**src/rtl/riscv_pkg.sv**
```systemverilog
// Shared RV32I decode constants and the ALU issue bundle.
// Used by the issue stage and its immediate generator.
package riscv_pkg;

    localparam logic [6:0] OPC_OP     = 7'b0110011;
    localparam logic [6:0] OPC_OP_IMM = 7'b0010011;
    localparam logic [6:0] OPC_LUI    = 7'b0110111;
    localparam logic [6:0] OPC_AUIPC  = 7'b0010111;
    localparam logic [6:0] OPC_JAL    = 7'b1101111;
    localparam logic [6:0] OPC_JALR   = 7'b1100111;
    localparam logic [6:0] OPC_LOAD   = 7'b0000011;
    localparam logic [6:0] OPC_STORE  = 7'b0100011;
    localparam logic [6:0] OPC_BRANCH = 7'b1100011;

    localparam logic [2:0] ALU_ADD_SUB     = 3'b000;
    localparam logic [2:0] ALU_SHIFT_LEFT  = 3'b001;
    localparam logic [2:0] ALU_SLT         = 3'b010;
    localparam logic [2:0] ALU_SLTU        = 3'b011;
    localparam logic [2:0] ALU_XOR         = 3'b100;
    localparam logic [2:0] ALU_SHIFT_RIGHT = 3'b101;
    localparam logic [2:0] ALU_OR          = 3'b110;
    localparam logic [2:0] ALU_AND         = 3'b111;

    localparam logic [2:0] BR_EQ  = 3'b000;
    localparam logic [2:0] BR_NE  = 3'b001;
    localparam logic [2:0] BR_LT  = 3'b100;
    localparam logic [2:0] BR_GE  = 3'b101;
    localparam logic [2:0] BR_LTU = 3'b110;
    localparam logic [2:0] BR_GEU = 3'b111;

    typedef enum logic [2:0] {
        IMM_I,
        IMM_S,
        IMM_B,
        IMM_U,
        IMM_J
    } imm_type_e;

    typedef struct packed {
        logic [31:0] bits_a;
        logic [31:0] bits_b;
        logic [9:0]  func;
        logic        is_branch;
        logic [4:0]  rd;
        logic [31:0] store_data;
        logic        illegal;
    } issue_t;

endpackage

```
**src/rtl/imm_gen.sv**
```systemverilog
// RV32I immediate generator; all immediates sign-extend from instr[31].
// Opcode bits are not needed, so only instr[31:7] is taken.
module imm_gen
    import riscv_pkg::*;
(
    input  logic [31:7] instr,
    input  imm_type_e   sel,
    output logic [31:0] imm
);

    logic [31:0] imm_i;
    logic [31:0] imm_s;
    logic [31:0] imm_b;
    logic [31:0] imm_u;
    logic [31:0] imm_j;

    assign imm_i = {{20{instr[31]}}, instr[31:20]};
    assign imm_s = {{20{instr[31]}}, instr[31:25], instr[11:7]};
    assign imm_b = {{19{instr[31]}}, instr[31], instr[7],
                    instr[30:25], instr[11:8], 1'b0};
    assign imm_u = {instr[31:12], 12'b0};
    assign imm_j = {{11{instr[31]}}, instr[31], instr[19:12],
                    instr[20], instr[30:21], 1'b0};

    always_comb begin
        imm = imm_i;
        unique case (sel)
            IMM_I:   imm = imm_i;
            IMM_S:   imm = imm_s;
            IMM_B:   imm = imm_b;
            IMM_U:   imm = imm_u;
            IMM_J:   imm = imm_j;
            default: imm = imm_i;
        endcase
    end

endmodule

```
**src/rtl/alu_issue_stage.sv**
```systemverilog
// ALU issue stage: forms operands/func from a register-read bundle and
// presents them from a registered output backed by a one-entry skid.
module alu_issue_stage
    import riscv_pkg::*;
#(
    parameter int XLEN    = 32,
    parameter int PC_STEP = 4
) (
    input  logic            clk,
    input  logic            rst_n,
    input  logic            flush,
    input  logic            in_valid,
    output logic            in_ready,
    input  logic [31:0]     in_instr,
    input  logic [XLEN-1:0] in_pc,
    input  logic [XLEN-1:0] in_rs1,
    input  logic [XLEN-1:0] in_rs2,
    output logic            out_valid,
    input  logic            out_ready,
    output logic [XLEN-1:0] out_bits_a,
    output logic [XLEN-1:0] out_bits_b,
    output logic [9:0]      out_func,
    output logic            out_is_branch,
    output logic [4:0]      out_rd,
    output logic [XLEN-1:0] out_store_data,
    output logic            out_illegal
);

    logic [6:0]  opcode;
    logic [2:0]  funct3;
    logic [6:0]  funct7;
    logic [4:0]  rd;
    logic [31:0] imm;
    imm_type_e   imm_sel;
    issue_t      nxt;

    logic is_op;
    logic is_op_imm;
    logic is_lui;
    logic is_auipc;
    logic is_jump;
    logic is_load;
    logic is_store;
    logic is_branch;
    logic is_shift;

    assign opcode = in_instr[6:0];
    assign funct3 = in_instr[14:12];
    assign funct7 = in_instr[31:25];
    assign rd     = in_instr[11:7];

    assign is_op     = (opcode == OPC_OP);
    assign is_op_imm = (opcode == OPC_OP_IMM);
    assign is_lui    = (opcode == OPC_LUI);
    assign is_auipc  = (opcode == OPC_AUIPC);
    assign is_jump   = (opcode == OPC_JAL) || (opcode == OPC_JALR);
    assign is_load   = (opcode == OPC_LOAD);
    assign is_store  = (opcode == OPC_STORE);
    assign is_branch = (opcode == OPC_BRANCH);
    assign is_shift  = (funct3 == ALU_SHIFT_LEFT) ||
                       (funct3 == ALU_SHIFT_RIGHT);

    always_comb begin
        imm_sel = IMM_I;
        unique case (1'b1)
            is_store:           imm_sel = IMM_S;
            is_lui || is_auipc: imm_sel = IMM_U;
            is_branch:          imm_sel = IMM_B;
            default:            imm_sel = IMM_I;
        endcase
    end

    imm_gen u_imm_gen (
        .instr (in_instr[31:7]),
        .sel   (imm_sel),
        .imm   (imm)
    );

    always_comb begin
        nxt = '0;
        unique case (1'b1)
            is_op: begin
                nxt.bits_a = in_rs1;
                nxt.bits_b = in_rs2;
                // The ALU only adds, so SUB issues the two's complement of rs2.
                if (funct7[5] && funct3 == ALU_ADD_SUB)
                    nxt.bits_b = ~in_rs2 + 32'd1;
                nxt.func = {funct7, funct3};
                nxt.rd   = rd;
            end
            is_op_imm: begin
                nxt.bits_a = in_rs1;
                if (is_shift) begin
                    nxt.bits_b = {27'b0, in_instr[24:20]};
                    nxt.func   = {funct7, funct3};
                end else begin
                    nxt.bits_b = imm;
                    nxt.func   = {7'b0, funct3};
                end
                nxt.rd = rd;
            end
            is_lui: begin
                nxt.bits_b = imm;
                nxt.rd     = rd;
            end
            is_auipc: begin
                nxt.bits_a = in_pc;
                nxt.bits_b = imm;
                nxt.rd     = rd;
            end
            is_jump: begin
                nxt.bits_a = in_pc;
                nxt.bits_b = XLEN'(PC_STEP);
                nxt.rd     = rd;
            end
            is_load: begin
                nxt.bits_a = in_rs1;
                nxt.bits_b = imm;
                nxt.rd     = rd;
            end
            is_store: begin
                nxt.bits_a     = in_rs1;
                nxt.bits_b     = imm;
                nxt.store_data = in_rs2;
            end
            is_branch: begin
                nxt.bits_a    = in_rs1;
                nxt.bits_b    = in_rs2;
                nxt.func      = {7'b0, funct3};
                nxt.is_branch = 1'b1;
            end
            default: begin
                nxt.illegal = 1'b1;
            end
        endcase
    end

    issue_t out_q;
    issue_t skid_q;
    logic   out_v;
    logic   skid_v;
    logic   accept;
    logic   fire;

    assign in_ready = ~skid_v;
    assign accept   = in_valid & in_ready;
    assign fire     = out_v & out_ready;

    always_ff @(posedge clk or negedge rst_n) begin
        if (!rst_n) begin
            out_q  <= '0;
            skid_q <= '0;
            out_v  <= 1'b0;
            skid_v <= 1'b0;
        end else if (flush) begin
            out_v  <= 1'b0;
            skid_v <= 1'b0;
        end else if (!out_v || fire) begin
            if (skid_v) begin
                out_q <= skid_q;
                out_v <= 1'b1;
                if (accept) skid_q <= nxt;
                else        skid_v <= 1'b0;
            end else if (accept) begin
                out_q <= nxt;
                out_v <= 1'b1;
            end else begin
                out_v <= 1'b0;
            end
        end else if (accept) begin
            skid_q <= nxt;
            skid_v <= 1'b1;
        end
    end

    assign out_valid      = out_v;
    assign out_bits_a     = out_q.bits_a;
    assign out_bits_b     = out_q.bits_b;
    assign out_func       = out_q.func;
    assign out_is_branch  = out_q.is_branch;
    assign out_rd         = out_q.rd;
    assign out_store_data = out_q.store_data;
    assign out_illegal    = out_q.illegal;

endmodule

```
**config.mk**
```make
export PLATFORM = sky130hd
export DESIGN_NAME = alu_issue_stage
export DESIGN_NICKNAME = d
export VERILOG_FILES = /design/src/rtl/riscv_pkg.sv /design/src/rtl/imm_gen.sv /design/src/rtl/alu_issue_stage.sv
export SDC_FILE = /design/constraint.sdc
export NUM_CORES = 1
export LEC_CHECK = 0
export CORE_MARGIN = 1
export CORE_UTILIZATION = 51
export CTS_CLUSTER_SIZE = 28
export DETAILED_ROUTE_END_ITERATION = 8
export PLACE_DENSITY = 0.8
export SLEW_MARGIN = 0
export SYNTH_ARGS = -nofsm -noshare
export SYNTH_HDL_FRONTEND = slang
export SYNTH_SLANG_ARGS = --single-unit
```
**constraint.sdc**
```tcl
create_clock -name clk -period 2.8 [get_ports clk]
set_input_delay 0.56 -clock clk [delete_from_list [all_inputs] [get_ports clk]]
set_output_delay 0.56 -clock clk [all_outputs]
set_load 0.01 [all_outputs]
```
==> run summary, run 1 <==
placed cells = 1819
pwr/cell area = 521 nW/um2
CTS resizes = 0
post-CTS setup buffer count = 0
Reg area = 5710 um2
Async SR Flop Fraction = 100%
Seq/Total Area, Yosys = 50.2%
Max Fclk = 390 MHz
Antenna Cells = 0
skew final = 0.0115 ns
initial detailed-routing violation count = 725
Die Ht = 151 um
Filler cells = 1619
fin crit share = 91.5%
CP Data Arrival Time = 2.96 ns
Final WS setup = 0.237 ns
vias in the first global route = 10600
core area = 21800 um2
design area = 16000 um2
final setup fails = 0
DR WL/cell = 20.6 um
startpoint types = input pin
layer with the highest usage = met2
Initial Utilization = 52.1%
met2 track demand over resource = 55.7%
most common cell after layout, fill and taps aside = clkdlybuf4s50_1
fin nets = 1701
TritonCTS Buffers = 25
first-pass GRT wire length = 59.4 mm
fin crit period = 2.56 ns
multi-input logic area = 5250 um2
layout cell share with drive strength beyond 1 = 15.3%
fin cells = 1866
Vias = 11000
Yosys warning count = 0
met1 usage = 47.4%
post-place setup slack = -0.265 ns
CTS H-tree lvls = 1
GRT overflow = 0
CTS Sinks = 228
RePlAce Congestion = 0.972
drt total wl = 38.5 mm
Synth cell types = 69
Pins Over Slew Limit = 0
Peak VDD IR = 0.653 mV
post-DP HPWL = 28.1 mm
Area after DPL = 15100 um2
Ports = 248
Worst setup EP type = flop
Horiz. Die Dim = 151 um
ANT nets after route = 0
Required @ worst endpoint = 3.20 ns
WS Path Type = in2reg
Leakage = 6.77 nW
RSZ-0062 raised after global routing = false
Mapped Nets = 1383
FP Rows = 54
Slowest-stage cell, CP = or4b_1
met3 Track Usage GR = 4.31%
Worst-Margin Slew = 0.754 ns
Max FO, Critical Path = 9
HP Class = reg2reg
CP max stage delay = 0.52 ns
Vias/cell = 5.90
critical-path cell list = clkdlybuf4s50_1 -> or4b_1 -> buf_4 -> buf_4 -> a21oi_1 -> o21ai_0 -> a221oi_1 -> buf_4 -> o21ai_0
Post-Synthesis Cell Area = 11400 um2
Gate Count Post-Synth = 1249
most frequent cells in the layout = clkdlybuf4s50_1, nand2_1, dfrtp_1, o21ai_0, buf_4
port bufs = 247
area growth from synthesis to layout = 40.5%
clk root buf = clkbuf_16
Die Area = 22900 um2
EDFF count, synth = 0
max_cap viols = 0
DRC Markers = 0
initial antenna violation count = 0
ys flop type = dfrtp_1
CTS Buffer Depth = 3
pin count of the biggest net entering global routing = 129
final number of hold-violating endpoints = 0
outcome = complete, no violations
R2R Setup Slk = 0.92 ns
Syn Area/Cell = 9.10 um2
post-synthesis register bit count = 228
clock transition at the registers of the reported paths = 0.06 ns
TritonRoute pass-1 iters = 5
Slew headroom = 49.6%
most frequent CP cell = buf_4
CTS tree = yes
GRT Resource Usage Total = 34.1%
clock latency on the worst-skew pair = 0.52 ns
path summary, 6_finish.rpt:
kind,startpoint,cells after the start,to
max in group asynchronous,rst_n,3,skid_q[27]
max,in_instr[13],9,out_bits_b[10]
max reg2reg,skid_v,5,out_bits_b[5]
min reg2reg,skid_q[67],2,skid_q[67]
min in group asynchronous,rst_n,2,out_bits_b[8]
min,skid_q[67],2,skid_q[67]
cells in the mapped netlist, types with 4 or more instances:
library cell / instances / area (um2)
nand2_1: 231 / 867
dfrtp_1: 228 / 5710
o21ai_0: 159 / 796
a21oi_1: 89 / 445
clkbuf_1: 89 / 334
nor2_1: 71 / 267
o21a_1: 39 / 293
mux2_2: 36 / 405
o211ai_1: 35 / 263
a22oi_1: 33 / 248
and3_1: 31 / 194
nand3_1: 17 / 85.1
nor3_1: 16 / 80.1
nor4_1: 15 / 93.8
o21ai_1: 10 / 50.1
o31ai_1: 9 / 67.6
inv_1: 8 / 30.0
a211oi_1: 7 / 52.6
a21o_1: 7 / 52.6
nor2b_1: 7 / 43.8
o311a_1: 5 / 50.1
or3_1: 5 / 31.3
or4_1: 5 / 37.5
a221oi_1: 4 / 35.0
a31oi_1: 4 / 25.0
and2_1: 4 / 25.0
nand2b_1: 4 / 25.0
nand4_1: 4 / 25.0
nor3b_1: 4 / 30.0
o211a_1: 4 / 40.0
xnor2_1: 4 / 35.0
registers in the layout, summed over array words and instances, names as in the netlist:
name	count
skid_q	113
out_bits_a	32
out_bits_b	32
out_store_data	32
out_func	10
out_rd	5
out_illegal	1
out_is_branch	1
out_valid	1
skid_v	1
cells by family after synthesis:
family / synth area share (%)
flip-flops: 50.2
adder cells (fa/ha/maj): 0.110
XOR/XNOR: 0.308
buffers and inverters: 3.81
multiplexers: 3.57
AO/OA/AOI/OAI: 24.7
AND/OR/NAND/NOR: 17.2
report_power, final:
part           total (mW)  internal [mW]  switching [mW]
Sequential           3.58           3.48           0.105
Combinational        1.27          0.669           0.601
Clock                3.47           2.10            1.37
Total                8.32           6.25            2.07
cell type report:
| cell class | count | area share (%) |
|---|---|---|
| timing repair buffer | 389 | 23.5 |
| sequential | 228 | 35.8 |
| clock inverter | 11 | 0.901 |
| clock buffer | 35 | 4.59 |
| multi-input combinational | 914 | 32.9 |
| inverter | 9 | 0.212 |
| tap | 280 | 2.19 |
metrics by stage:
step	hold WS, ns	total power, mW	TNS (ns)	utilization [%]
floorplan	0.264	4.05	0	-
global placement	0.453	4.87	-1.81	69.1
detailed placement	0.463	4.90	-2.76	69.1
CTS	0.476	8.37	0	73.1
global route	0.491	8.59	0	73.1
finish	0.479	8.32	0	73.1
worst max-delay path, delay by kind of cell:
family                 cells  cell delay (ns)
AND/OR/NAND/NOR            1             0.52
buffers and inverters      4             1.07
AO/OA/AOI/OAI              4             0.81
repair_timing:
action                                  CTS  global route
hold endpoints to repair                 49             0
hold buffers                              1             0
endpoints found under the setup margin    0             0
routing by layer:
layer	routed length [um]	vias up	share of wire, %
met5	0	-	0
met4	1120	0	2.9
met3	2160	68	5.6
met2	18500	407	48
met1	16700	5388	43
li1	-	5152	-
Note: power is estimated with default switching activity, not from simulation.
==> run 2: changes to the inputs <==
Settings changed: CELL_PAD_IN_SITES_DETAIL_PLACEMENT from default to 2, CELL_PAD_IN_SITES_GLOBAL_PLACEMENT from default to 2, CORE_UTILIZATION 51 to 31, PLACE_DENSITY 0.8 to default, PLACE_DENSITY_LB_ADDON from default to 0.1.
==> run summary, run 2 (synthesis gave the netlist of run 1 again) <==
Die Area = 37400 um2 (+64%)
skew final = 0.0176 ns (+0.00606 ns)
Pins Over Slew Limit = 0 (unchanged)
CTS tree = yes
Initial Utilization = 31.7% (-20 points)
port bufs = 247 (unchanged)
RePlAce Congestion = 0.919 (-5.4%)
Hold Path Origin = skid_q[12]
post-place setup slack = -0.433 ns (-0.168 ns)
area growth from synthesis to layout = 44.4%
post-CTS setup buffer count = 0 (unchanged)
GRT overflow = 0 (unchanged)
Peak VDD IR = 0.419 mV (-36%)
Critical Path Source = in_rs2[1]
CTS Sinks = 228 (unchanged)
ANT nets after route = 0 (unchanged)
Final WS setup = 0.171 ns (-0.0655 ns)
CTS Buffer Depth = 3 (unchanged)
most frequent cells in the layout = clkdlybuf4s50_1, nand2_1, dfrtp_1, o21ai_0, buf_4
CTS H-tree lvls = 1 (unchanged)
post-DP HPWL = 35.0 mm (+25%)
WS Path Type = in2reg
vias in the first global route = 12400 (+17%)
DR WL/cell = 22.8 um (+11%)
pwr/cell area = 521 nW/um2 (about the same)
CP Data Arrival Time = 3.04 ns (+0.08 ns)
fin crit period = 2.63 ns (+0.0655 ns)
drt total wl = 47.3 mm (+23%)
max FFs per register = 113 (unchanged)
TritonRoute pass-1 iters = 6 (+1)
Antenna Cells = 0 (unchanged)
initial antenna violation count = 1 (+1)
core area = 35800 um2 (+64%)
WHS = 0.475 ns (-0.00344 ns)
Max Fclk = 380 MHz (-2.5%)
layout cell share with drive strength beyond 1 = 16.6% (+1.3 points)
worst r2r src = skid_v
Worst-Margin Slew = 1.07 ns (+0.319 ns)
max_cap viols = 0 (unchanged)
Slew headroom = 28.3% (-21 points)
clk root buf = clkbuf_16
startpoint types = input pin
initial detailed-routing violation count = 529 (-27%)
fin crit share = 93.9% (+2.3 points)
GRT Resource Usage Total = 25.4% (-8.7 points)
Max FO, Critical Path = 6 (-3)
HP Class = reg2reg
Ports = 248 (unchanged)
Vias/cell = 5.38 (-8.9%)
Register-to-Register Path Depth = 7 (+2)
Top reg by flops = skid_q
final number of hold-violating endpoints = 0 (unchanged)
first-pass GRT wire length = 74.2 mm (+25%)
DRC Markers = 15 (+15)
Reg area = 5710 um2 (unchanged)
Vias = 11200 (+1.4%)
fin nets = 1731 (+1.8%)
most common cell after layout, fill and taps aside = clkdlybuf4s50_1
Die Ht = 193 um (+28%)
TritonCTS Buffers = 28 (+12%)
outcome = complete, but fails checks
clock transition at the registers of the reported paths = 0.06 ns (about the same)
Filler cells = 3830 (+140%)
Leakage = 6.91 nW (+2.1%)
clock latency on the worst-skew pair = 0.57 ns (+0.05 ns)
Worst setup EP type = flop
RR Endpoint = out_bits_b[24]
Required @ worst endpoint = 3.21 ns (about the same)
multi-input logic area = 5260 um2 (+0.19%)
Overall Power = 8.55 mW (+2.8%)
final setup fails = 0 (unchanged)
FP Rows = 69 (+28%)
pin count of the biggest net entering global routing = 123 (-4.7%)
worst setup path endpoint = skid_q[75]
R2R Setup Slk = 0.85 ns (-0.07 ns)
Horiz. Die Dim = 193 um (+28%)
RSZ-0062 raised after global routing = false
failing checks = DRC
[run 2: how the worst min path moves through the flow]
stage               slack [ns]  depth (start not counted)             to
CTS                       0.48                          2     skid_q[54]
floorplan                 0.26                          0  out_bits_a[0]
global placement          0.45                          2     skid_q[80]
finish                    0.48                          2     skid_q[12]
detailed placement        0.47                          2     skid_q[54]
global route              0.50                          2     skid_q[66]
[run 2: where the power goes]
part	switching, mW	internal [mW]	total, mW
Clock	1.46	2.19	3.65
Sequential	0.107	3.48	3.58
Combinational	0.633	0.683	1.32
[run 2: worst max-delay path: stages]
cell	delay [ns]
clkdlybuf4s50_1	0.47
inv_1	0.15
ha_1	0.20
nor3b_1	0.22
buf_4	0.17
and2_1	0.31
nand4_1	0.27
a221o_1	0.36
a21oi_1	0.20
o21ai_0	0.12
[run 2: per-stage QoR]
stage	utilization, %	TNS (ns)	instance area (um2)	std cells
finish	45.8	0	16400	2076
global route	45.8	0	16400	2076
CTS	45.8	0	16400	2076
detailed placement	43.2	-23.23	15500	2027
global placement	43.2	-13.20	15500	2027
floorplan	-	0	11400	1249
[run 2: final cells by class]
cell class	instances	share of cell area, %
flip-flops and latches	228	34.8
multi-input cells	914	32.0
clock inverters	10	0.893
well taps	461	3.52
repair buffers	416	23.8
inverters	9	0.206
clock buffers	38	4.68
[run 2: what timing repair did]
action	4_1_cts	5_1_grt
gates resized for setup	0	0
hold endpoints to repair	53	0
endpoints found under the setup margin	0	0
hold buffers	1	0
[run 2: layer usage]
layer	part of all wire, %	GRT usage, %	up-vias
li1	-	-	5188
met1	46	34.4	5695
met2	48	43.2	229
met3	3.6	3.29	52
met4	2.2	5.69	0
met5	0	0	-
==> run 3: changes to the inputs <==
Settings changed: CORE_UTILIZATION 31 to 28.
Clock period 2.8 ns to 2.3 ns, I/O delays scaled along.
==> run summary, run 3 (synthesis gave the netlist of run 1 again) <==
Buf/Inv on CP = 3 (unchanged)
most common cell after layout, fill and taps aside = clkdlybuf4s50_1
Horiz. Die Dim = 203 um (+5.2%)
Slowest-stage cell, CP = clkdlybuf4s50_1
Slew headroom = 55.4% (+27 points)
Vias/cell = 5.17 (-3.9%)
vias in the first global route = 12500 (+0.28%)
Initial Utilization = 28.5% (-3.2 points)
most frequent CP cell = buf_4
TritonCTS Buffers = 28 (unchanged)
Worst path top cell family by delay = simple AND/OR/NAND/NOR gates
ANT nets after route = 0 (unchanged)
CP Data Arrival Time = 2.69 ns (-0.35 ns)
Max FO, Critical Path = 5 (-1)
core area = 39900 um2 (+11%)
HP Class = in2reg
final number of hold-violating endpoints = 0 (unchanged)
initial detailed-routing violation count = 454 (-14%)
CTS Sinks = 228 (unchanged)
Pins Over Slew Limit = 0 (unchanged)
CTS tree = yes
clock transition at the registers of the reported paths = 0.06 ns (about the same)
Ports = 248 (unchanged)
pwr/cell area = 602 nW/um2 (+15%)
outcome = complete, no violations
Die Area = 41400 um2 (+11%)
FP Rows = 73 (+5.8%)
CTS Buffer Depth = 3 (unchanged)
fin nets = 1788 (+3.3%)
CP max stage delay = 0.45 ns (-0.02 ns)
Leakage = 7.27 nW (+5.2%)
Final Core Density = 43.1% (-2.7 points)
DRC Markers = 0 (-15)
Max Fclk = 441 MHz
drt total wl = 48.5 mm (+2.6%)
GRT Resource Usage Total = 23.5% (-2.0 points)
fin crit share = 98.6%
RePlAce Congestion = 0.866 (-5.8%)
WS Path Type = in2reg
fin crit period = 2.27 ns
DR WL/cell = 22.0 um (-3.3%)
area growth from synthesis to layout = 51.3%
clock latency on the worst-skew pair = 0.55 ns (-0.02 ns)
final setup fails = 0 (unchanged)
Die Ht = 203 um (+5.2%)
first-pass GRT wire length = 75.0 mm (+1.0%)
Peak VDD IR = 0.463 mV (+10%)
TritonRoute pass-1 iters = 4 (-2)
max FFs per register = 113 (unchanged)
layout cell share with drive strength beyond 1 = 21.7% (+5.1 points)
skew final = 0.00841 ns (-0.00917 ns)
Top reg by flops = skid_q
pin count of the biggest net entering global routing = 72 (-41%)
most frequent cells in the layout = clkdlybuf4s50_1, nand2_1, dfrtp_1, buf_4, o21ai_0
CTS H-tree lvls = 1 (unchanged)
Required @ worst endpoint = 2.73 ns (-0.48 ns)
Worst-Margin Slew = 0.667 ns (-0.406 ns)
max_cap viols = 0 (unchanged)
Vias = 11400 (+1.9%)
post-DP HPWL = 35.7 mm (+2.0%)
Worst setup EP type = flop
startpoint types = input pin
initial antenna violation count = 1 (unchanged)
clk root buf = clkbuf_16
GRT overflow = 0 (unchanged)
WHS = 0.353 ns (-0.122 ns)
critical-path cell list = clkdlybuf4s50_1 -> nor4_2 -> buf_4 -> and4_2 -> nand4_1 -> a221o_1 -> a21oi_1 -> buf_4 -> o21ai_0
port bufs = 247 (unchanged)
Overall Power = 10.3 mW (+21%)
## run 3: cell count changes in the layout (fill, tap and decap cells not counted), moves of 5 or more
cell,previous run,this run
buf_4,155,208
nor4_1,14,9
o21ai_0,159,154
o21ai_1,10,15
clkdlybuf4s50_1,246,241
## run 3: tightest hold or removal path: stages
cell and delay [ns]:
dlymetal6s2s_1 0.19, nand2_1 0.12, o21ai_0 0.09
## run 3: repair_timing
| item | in CTS | in global routing |
|---|---|---|
| hold endpoints to repair | 38 | 0 |
| pin swaps | 4 | 4 |
| setup endpoints to repair | 86 | 51 |
| setup buffers | 1 | 0 |
| resized for setup | 21 | 34 |
| hold buffers | 1 | 0 |
| gates cloned | 1 | 0 |
## run 3: power by group
group / internal, mW / leakage (nW) / switching (mW)
sequential: 4.23 / 3.08 / 0.128
combinational: 0.870 / 3.75 / 0.790
clock: 2.54 / 0.439 / 1.78
## run 3: area by class of cell
cell class	instances	area, um2
clock buffers	46	860
diodes	1	2.50
well taps	525	657
multi-input cells	915	5520
flip-flops and latches	228	5710
fillers	4290	22700
repair buffers	472	4370
clock inverters	6	36.3
inverters	9	33.8
## run 3: worst paths after layout
check	startpoint	endpoint	slack, ns	cells after the start
min	in_rs2[3]	skid_q[4]	0.35	3
min in group asynchronous	rst_n	out_rd[2]	0.39	2
max	in_rs2[15]	skid_q[75]	0.03	9
max reg2reg	skid_v	out_bits_b[20]	0.44	7
max in group asynchronous	rst_n	skid_q[97]	1.14	3
min reg2reg	out_func[8]	out_func[8]	0.48	2
## run 3: routing by layer
metal | vias to the layer above | global-route usage [%] | part of all wire (%)
li1 | 5316 | - | -
met2 | 215 | 39.4 | 48
met5 | - | 0 | 0
met1 | 5788 | 32.0 | 46
met4 | 0 | 5.48 | 2.1
met3 | 56 | 2.91 | 3.0
## run 3: through the flow
step / cells / setup WS, ns / cell area, um2 / setup TNS [ns]
floorplan: 1249 / -0.0571 / 11400 / -0.113
global placement: 2146 / -0.990 / 16000 / -81.74
detailed placement: 2146 / -1.07 / 16000 / -88.59
finish: 2202 / 0.0328 / 17200 / 0
global route: 2202 / -0.0666 / 17200 / -0.0732
CTS: 2201 / -0.0294 / 17000 / -0.0878
